<file path="src/rtl/sha256_pkg.sv">
// Shared constants and FSM state encoding for the SHA-256 front end.
package sha256_pkg;

   localparam int BLOCK_W     = 512;
   localparam int HASH_W      = 256;
   localparam int LEN_FIELD_W = 64;
   localparam logic [7:0] PAD_BYTE = 8'h80;
   localparam int LEN_OFFSET  = 56;

   typedef enum logic [2:0] {
      S_FILL      = 3'd0,
      S_ISSUE     = 3'd1,
      S_WAIT_CLR  = 3'd2,
      S_WAIT_DONE = 3'd3,
      S_RELEASE   = 3'd4,
      S_DIGEST    = 3'd5
   } pad_state_e;

endpackage

</file>
<file path="src/rtl/sha256_msg_padder.sv">
// SHA-256 message padder: packs a byte stream into padded 512-bit blocks,
// sequences the compression core block by block and holds the final digest.
//
// state     | meaning
// ----------+--------------------------------------------------------------
// FILL      | accepting message bytes into the block buffer
// ISSUE     | raise core start / first_run for the buffered block
// WAIT_CLR  | one cycle where a stale core ready from the last block is ignored
// WAIT_DONE | wait for core ready, drop start, latch hash on the final block
// RELEASE   | core sees start low; choose DIGEST, length-only block or FILL
// DIGEST    | digest presented until acknowledged
module sha256_msg_padder
   import sha256_pkg::*;
#(
   parameter int LEN_W = 32
) (
   input  logic                 i_clk,
   input  logic                 i_rst,
   input  logic                 i_in_valid,
   output logic                 o_in_ready,
   input  logic [7:0]           i_in_data,
   input  logic                 i_in_last,
   output logic                 o_core_start,
   output logic                 o_core_first_run,
   output logic [BLOCK_W-1:0]   o_core_block,
   input  logic                 i_core_ready,
   input  logic [HASH_W-1:0]    i_core_hash,
   output logic [HASH_W-1:0]    o_digest,
   output logic                 o_digest_valid,
   input  logic                 i_digest_ack,
   output logic                 o_busy
);

   pad_state_e          r_state;
   logic [5:0]          r_idx;
   logic [LEN_W-1:0]    r_count;
   logic                r_first;
   logic                r_pend80;
   logic                r_final;
   logic                r_len_pend;
   logic [BLOCK_W-1:0]  r_block;
   logic                r_core_start;
   logic                r_core_first_run;
   logic [HASH_W-1:0]   r_digest;
   logic                r_digest_valid;

   logic [5:0]          w_idx_inc;
   logic [LEN_W-1:0]    w_count_inc;
   logic [8:0]          w_lane_hi;
   logic [8:0]          w_pad_hi;

   // Length field is the byte count in bits, zero-extended to 64 bits.
   function automatic logic [LEN_FIELD_W-1:0] len_bits(input logic [LEN_W-1:0] c);
      len_bits = '0;
      len_bits[LEN_W+2:0] = {c, 3'b000};
   endfunction

   assign w_idx_inc   = r_idx + 6'd1;
   assign w_count_inc = r_count + LEN_W'(1);
   assign w_lane_hi   = 9'd511 - {r_idx, 3'b000};
   assign w_pad_hi    = 9'd511 - {w_idx_inc, 3'b000};

   always_ff @(posedge i_clk) begin
      if (i_rst) begin
         r_state          <= S_FILL;
         r_idx            <= '0;
         r_count          <= '0;
         r_first          <= 1'b1;
         r_pend80         <= 1'b0;
         r_final          <= 1'b0;
         r_len_pend       <= 1'b0;
         r_block          <= '0;
         r_core_start     <= 1'b0;
         r_core_first_run <= 1'b0;
         r_digest         <= '0;
         r_digest_valid   <= 1'b0;
      end else begin
         unique case (r_state)
            S_FILL: begin
               if (i_in_valid) begin
                  r_block[w_lane_hi -: 8] <= i_in_data;
                  r_idx   <= w_idx_inc;
                  r_count <= w_count_inc;
                  if (i_in_last) begin
                     r_state <= S_ISSUE;
                     if (r_idx <= 6'd54) begin
                        r_block[w_pad_hi -: 8]       <= PAD_BYTE;
                        r_block[LEN_FIELD_W-1:0]     <= len_bits(w_count_inc);
                        r_final                      <= 1'b1;
                     end else if (r_idx <= 6'd62) begin
                        r_block[w_pad_hi -: 8] <= PAD_BYTE;
                        r_final                <= 1'b0;
                        r_len_pend             <= 1'b1;
                     end else begin
                        r_pend80   <= 1'b1;
                        r_final    <= 1'b0;
                        r_len_pend <= 1'b1;
                     end
                  end else if (r_idx == 6'd63) begin
                     r_state <= S_ISSUE;
                     r_final <= 1'b0;
                  end
               end
            end
            S_ISSUE: begin
               r_core_start     <= 1'b1;
               r_core_first_run <= r_first;
               r_first          <= 1'b0;
               r_state          <= S_WAIT_CLR;
            end
            S_WAIT_CLR: r_state <= S_WAIT_DONE;
            S_WAIT_DONE: begin
               if (i_core_ready) begin
                  r_core_start     <= 1'b0;
                  r_core_first_run <= 1'b0;
                  if (r_final) r_digest <= i_core_hash;
                  r_state <= S_RELEASE;
               end
            end
            S_RELEASE: begin
               if (r_final) begin
                  r_digest_valid <= 1'b1;
                  r_state        <= S_DIGEST;
               end else if (r_len_pend) begin
                  r_block <= '0;
                  if (r_pend80) r_block[BLOCK_W-1 -: 8] <= PAD_BYTE;
                  r_block[LEN_FIELD_W-1:0] <= len_bits(r_count);
                  r_final    <= 1'b1;
                  r_len_pend <= 1'b0;
                  r_state    <= S_ISSUE;
               end else begin
                  r_block <= '0;
                  r_idx   <= '0;
                  r_state <= S_FILL;
               end
            end
            S_DIGEST: begin
               // Buffer and index are cleared so the next message starts on zero fill.
               if (i_digest_ack) begin
                  r_digest_valid <= 1'b0;
                  r_count        <= '0;
                  r_first        <= 1'b1;
                  r_pend80       <= 1'b0;
                  r_final        <= 1'b0;
                  r_block        <= '0;
                  r_idx          <= '0;
                  r_state        <= S_FILL;
               end
            end
            default: r_state <= S_FILL;
         endcase
      end
   end

   assign o_in_ready       = !i_rst && (r_state == S_FILL);
   assign o_core_start     = r_core_start;
   assign o_core_first_run = r_core_first_run;
   assign o_core_block     = r_block;
   assign o_digest         = r_digest;
   assign o_digest_valid   = r_digest_valid;
   assign o_busy           = !((r_state == S_FILL) && (r_idx == 6'd0) && !r_len_pend);

endmodule

</file>
<file path="config.mk">
export PLATFORM = sky130hd
export DESIGN_NAME = sha256_msg_padder
export DESIGN_NICKNAME = d
export VERILOG_FILES = /design/src/rtl/sha256_pkg.sv /design/src/rtl/sha256_msg_padder.sv
export SDC_FILE = /design/constraint.sdc
export NUM_CORES = 2
export LEC_CHECK = 0
export CAP_MARGIN = 20
export CORE_AREA = 10 10 396 398
export DETAILED_ROUTE_END_ITERATION = 8
export DIE_AREA = 0 0 406 408
export SLEW_MARGIN = 20
export SYNTH_ARGS = -nofsm -noshare
export SYNTH_HDL_FRONTEND = slang
export SYNTH_SLANG_ARGS = --single-unit
export TNS_END_PERCENT = 100
</file>
<file path="constraint.sdc">
create_clock -name i_clk -period 7.1 [get_ports i_clk]
set_input_delay 1.42 -clock i_clk [delete_from_list [all_inputs] [get_ports i_clk]]
set_output_delay 1.42 -clock i_clk [all_outputs]
set_load 0.005 [all_outputs]
</file>
==> metrics.txt <==
# TYPE chip_impl_metric gauge
chip_impl_info{name="outcome",value="complete, no violations"} 1
chip_impl_metric{name="postSynthNetCount",unit=""} 4652
chip_impl_metric{name="timing.final.hold_violations",unit=""} 0
chip_impl_metric{name="cts.hold.buffers_added",unit=""} 0
chip_impl_metric{name="io-pin-count",unit=""} 1043
chip_impl_metric{name="synth_largest_type_area_fraction",unit=""} 0.487
chip_impl_metric{name="yosys_register_bits",unit=""} 816
chip_impl_metric{name="antenna_violations_before_repair",unit=""} 45
chip_impl_metric{name="coreArea",unit="sq um"} 149000
chip_impl_metric{name="postRouteWirelength",unit="um"} 208000
chip_impl_metric{name="dp_hpwl",unit="um"} 163000
chip_impl_metric{name="power_density",unit="nW/um^2"} 225
chip_impl_info{name="path_class",value="reg2out"} 1
chip_impl_metric{name="pre_cts_slack",unit="ns"} 2.19
chip_impl_metric{name="grt_max_degree",unit=""} 150
chip_impl_info{name="end_of_the_worst_register_to_register_path",value="o_core_block[359]"} 1
chip_impl_metric{name="num_vias",unit=""} 37600
chip_impl_metric{name="maxCapViolCount",unit=""} 0
chip_impl_metric{name="async_flop_share",unit=""} 0
chip_impl_info{name="clk_root_buffer_cell",value="sky130_fd_sc_hd__clkbuf_16"} 1
chip_impl_metric{name="cts_num_sinks",unit=""} 816
chip_impl_metric{name="grt_first_pass_wirelength",unit="um"} 283000
chip_impl_metric{name="avgSynthCellArea",unit="sq um"} 7.67
chip_impl_metric{name="cts.repair.resized",unit=""} 0
chip_impl_info{name="hold_end",value="o_digest[255]"} 1
chip_impl_metric{name="clock.fmax",unit="GHz"} 0.199
chip_impl_info{name="cell_chain_of_the_critical_path",value="nor2_2 > nand3_1 > or3b_2 > clkdlybuf4s50_1"} 1
chip_impl_metric{name="std_cell_rows",unit=""} 142
chip_impl_metric{name="worst_ep_arrival_time",unit="ns"} 3.61
chip_impl_metric{name="antenna_violating_nets_post_route",unit=""} 0
chip_impl_metric{name="tightestPinTransition",unit="ns"} 1.14
chip_impl_metric{name="clkLatencyLatePin",unit="ns"} 0.75
chip_impl_metric{name="worst-endpoint-required",unit="ns"} 5.68
chip_impl_metric{name="seq_area_frac_synth",unit=""} 0.487
chip_impl_metric{name="fraction_of_final_layout_cells_with_drive_strength_greater_than_1",unit=""} 0.0594
chip_impl_metric{name="r2r_cells",unit=""} 6
chip_impl_metric{name="clk_pin_slew",unit="ns"} 0.06
chip_impl_info{name="hp-class",value="reg2reg"} 1
chip_impl_metric{name="holdPathStages",unit=""} 2
chip_impl_info{name="critical-path-slowest-cell",value="sky130_fd_sc_hd__dfxtp_4"} 1
chip_impl_info{name="critical_path.endpoint_type",value="output pin"} 1
chip_impl_metric{name="grt_pass1_vias",unit=""} 35300
chip_impl_metric{name="layout.nets",unit=""} 5558
chip_impl_info{name="worst_r2r_startpoint",value="r_state[2]"} 1
chip_impl_metric{name="power.total",unit="mW"} 11.1
chip_impl_metric{name="first_pass_iters",unit=""} 7
chip_impl_metric{name="grt_overflow",unit=""} 0
chip_impl_info{name="cts_tree",value="done"} 1
chip_impl_metric{name="die_height",unit="um"} 408
chip_impl_metric{name="cts.repair_timing.setup_buffer_count",unit=""} 0
chip_impl_info{name="grt_setup_unrepaired",value="false"} 1
chip_impl_metric{name="globalplace.congestion",unit=""} 0.937
chip_impl_info{name="post_synth_main_area_contributors",value="sky130_fd_sc_hd__dfxtp_1 49%, sky130_fd_sc_hd__nand2_1 13%, sky130_fd_sc_hd__a21oi_1 12%"} 1
chip_impl_info{name="setup.worst_path.start_class",value="flop"} 1
chip_impl_metric{name="finalSetupViolations",unit=""} 0
chip_impl_metric{name="detailedRoute.firstIterationViolations",unit=""} 3588
chip_impl_metric{name="die_width",unit="um"} 406
chip_impl_metric{name="synth-edff-count",unit=""} 0
chip_impl_metric{name="netlist-cell-type-count",unit=""} 88
chip_impl_metric{name="num-fill-cells",unit=""} 15700
chip_impl_metric{name="design.die.area",unit="sq um"} 166000
chip_impl_metric{name="via_per_inst",unit=""} 5.14
chip_impl_metric{name="final_min_period_over_clock_period",unit=""} 0.708
chip_impl_metric{name="cts-htree-levels",unit=""} 3
chip_impl_metric{name="cpPeakStageDelay",unit="ns"} 0.65
chip_impl_metric{name="tritoncts.num_buffers",unit=""} 98
chip_impl_metric{name="timing.setup.tns",unit="ns"} 0
chip_impl_metric{name="syn2layout_area_growth",unit="%"} 46.5
chip_impl_metric{name="power_leakage",unit="nW"} 15.9
chip_impl_metric{name="wire_length_per_cell",unit="um"} 28.4
chip_impl_metric{name="port_buffers",unit=""} 1042
chip_impl_metric{name="slew_viol_final",unit=""} 0
chip_impl_info{name="ys.flop_type",value="sky130_fd_sc_hd__dfxtp_1"} 1
chip_impl_metric{name="clockBufferDepth",unit=""} 3
chip_impl_metric{name="r2r_slack",unit="ns"} 2.84
chip_impl_metric{name="timing.final.crit_period",unit="ns"} 5.03
chip_impl_metric{name="drt_drc_violations_left",unit=""} 0
chip_impl_metric{name="yosysWarnings",unit=""} 0
chip_impl_metric{name="critPathMaxFanout",unit=""} 88
chip_impl_metric{name="worst_clock_skew",unit="ns"} 0.0593
chip_impl_metric{name="slew_headroom",unit=""} 0.242
chip_impl_metric{name="irDropWorstVdd",unit="uV"} 172
chip_impl_metric{name="global_routing_usage_summed_across_all_routing_layers",unit=""} 0.236
chip_impl_metric{name="syn-cell-area",unit="sq um"} 33600
chip_impl_info{name="synth_area_leader_cell",value="sky130_fd_sc_hd__dfxtp_1"} 1
chip_impl_metric{name="floorplan.initialDensity",unit=""} 0.225
chip_impl_info{name="hold_start",value="o_digest[255]"} 1
chip_impl_metric{name="postSynthCellCount",unit=""} 4376
chip_impl_metric{name="finalWorstSetupSlack",unit="ns"} 2.07
## kinds of logic after synthesis
kind of cell,share of synthesized area
adder cells (fa/ha/maj),0.00224
flip-flops,0.487
multiplexers,0.0126
XOR/XNOR,0.00235
buffers and inverters,0.0377
AND/OR/NAND/NOR,0.250
AO/OA/AOI/OAI,0.209
## synthesized netlist by cell type, types with 12 or more instances
cell type                  count
sky130_fd_sc_hd__nor2_2       17
sky130_fd_sc_hd__dfxtp_1     816
sky130_fd_sc_hd__mux2i_1      41
sky130_fd_sc_hd__o21bai_1     12
sky130_fd_sc_hd__a21oi_2      28
sky130_fd_sc_hd__a22o_1       12
sky130_fd_sc_hd__a21oi_1     801
sky130_fd_sc_hd__and3_1       20
sky130_fd_sc_hd__a22oi_1      17
sky130_fd_sc_hd__nor2_1      330
sky130_fd_sc_hd__inv_1        12
sky130_fd_sc_hd__nand2b_1     15
sky130_fd_sc_hd__a31oi_1      22
sky130_fd_sc_hd__buf_2        75
sky130_fd_sc_hd__o21ai_0     177
sky130_fd_sc_hd__buf_1        20
sky130_fd_sc_hd__nand3_1     160
sky130_fd_sc_hd__clkbuf_1    180
sky130_fd_sc_hd__nor2b_1      12
sky130_fd_sc_hd__a31o_2       12
sky130_fd_sc_hd__and2_1       45
sky130_fd_sc_hd__a221oi_1     14
sky130_fd_sc_hd__o21ai_1      19
sky130_fd_sc_hd__nor4_1       13
sky130_fd_sc_hd__or3_1        14
sky130_fd_sc_hd__nor3_1       84
sky130_fd_sc_hd__nand2_1    1191
sky130_fd_sc_hd__a211oi_1     16
sky130_fd_sc_hd__nand4_1      21
## power by group
part | internal (mW) | switching, mW
Combinational | 0.308 | 0.640
Clock | 3.22 | 2.24
Sequential | 4.61 | 0.0423
## flip-flops by register name, indices dropped and copies added (netlist names)
signal and flops:
o_core_block 512, o_digest 256, r_count 32, r_idx 6
r_state 3, o_core_first_run 1, o_core_start 1, o_digest_valid 1
r_final 1, r_first 1, r_len_pend 1, r_pend80 1
## worst max-delay path: cells and delay by family, from the launching register on
family	cells	cell delay, ns
AND/OR/NAND/NOR	3	1.55
flip-flops	1	0.65
buffers and inverters	1	0.61
## final cells by class
cell class	instances	area, sq um	share of cell area
inverter	12	45.0	0.000916
tap	1944	2430	0.0495
clock buffer	131	2720	0.0553
multi-input combinational	3261	16000	0.326
antenna	7	17.5	0.000356
clock inverter	45	726	0.0148
timing repair buffer	1093	10900	0.221
sequential	816	16300	0.332
## placed cells by master, fill, tap and decap left out, types with 13 or more instances in the layout
cell type | Yosys | routed
sky130_fd_sc_hd__buf_4 | 9 | 48
sky130_fd_sc_hd__and2_1 | 45 | 45
sky130_fd_sc_hd__clkbuf_16 | 0 | 99
sky130_fd_sc_hd__nor2_1 | 330 | 327
sky130_fd_sc_hd__nand2_1 | 1191 | 1189
sky130_fd_sc_hd__nor2_2 | 17 | 18
sky130_fd_sc_hd__o21ai_0 | 177 | 177
sky130_fd_sc_hd__nor4_1 | 13 | 13
sky130_fd_sc_hd__bufinv_16 | 0 | 14
sky130_fd_sc_hd__nand3_1 | 160 | 160
sky130_fd_sc_hd__a21oi_1 | 801 | 798
sky130_fd_sc_hd__o21ai_1 | 19 | 19
sky130_fd_sc_hd__mux2i_1 | 41 | 41
sky130_fd_sc_hd__nand4_1 | 21 | 21
sky130_fd_sc_hd__and3_1 | 20 | 20
sky130_fd_sc_hd__a21oi_2 | 28 | 30
sky130_fd_sc_hd__dfxtp_1 | 816 | 814
sky130_fd_sc_hd__a31o_2 | 12 | 13
sky130_fd_sc_hd__or3_1 | 14 | 14
sky130_fd_sc_hd__a22oi_1 | 17 | 17
sky130_fd_sc_hd__clkbuf_1 | 180 | 20
sky130_fd_sc_hd__nor3_1 | 84 | 84
sky130_fd_sc_hd__clkinv_2 | 0 | 14
sky130_fd_sc_hd__clkdlybuf4s50_1 | 0 | 1041
sky130_fd_sc_hd__a221oi_1 | 14 | 14
sky130_fd_sc_hd__nand2b_1 | 15 | 14
sky130_fd_sc_hd__a211oi_1 | 16 | 16
sky130_fd_sc_hd__a31oi_1 | 22 | 22
## worst max-delay path by stage
stage	to	from	cells past startpoint	slack, ns
final	o_busy	r_idx[2]	4	2.07
after global placement	o_core_block[49]	i_in_valid	9	2.24
after CTS	o_busy	r_idx[2]	4	2.04
after detailed placement	o_core_block[54]	i_in_valid	9	2.19
after global routing	o_busy	r_idx[2]	4	1.90
after floorplan	o_in_ready	i_rst	4	3.37
## per-stage QoR
stage / hold slack [ns] / cells / util / instance area (sq um)
3_5_place_dp: 0.446 / 7125 / 0.307 / 45700
6_report: 0.451 / 7309 / 0.330 / 49200
4_1_cts: 0.453 / 7301 / 0.330 / 49100
2_1_floorplan: 0.431 / 4376 / - / 33600
5_1_grt: 0.470 / 7303 / 0.330 / 49200
3_3_place_gp: 0.442 / 7125 / 0.307 / 45700
## routing by layer
metal  wire, um  share of wire  global-route usage  up-vias
li1           -              -                   -    16900
met1      69000           0.33               0.239    18000
met2     103000           0.49               0.420     2128
met3      24200           0.12              0.0977      520
met4      11300          0.054               0.107       70
met5        466         0.0022                   0        -
Power figures use the tool's default switching activity.
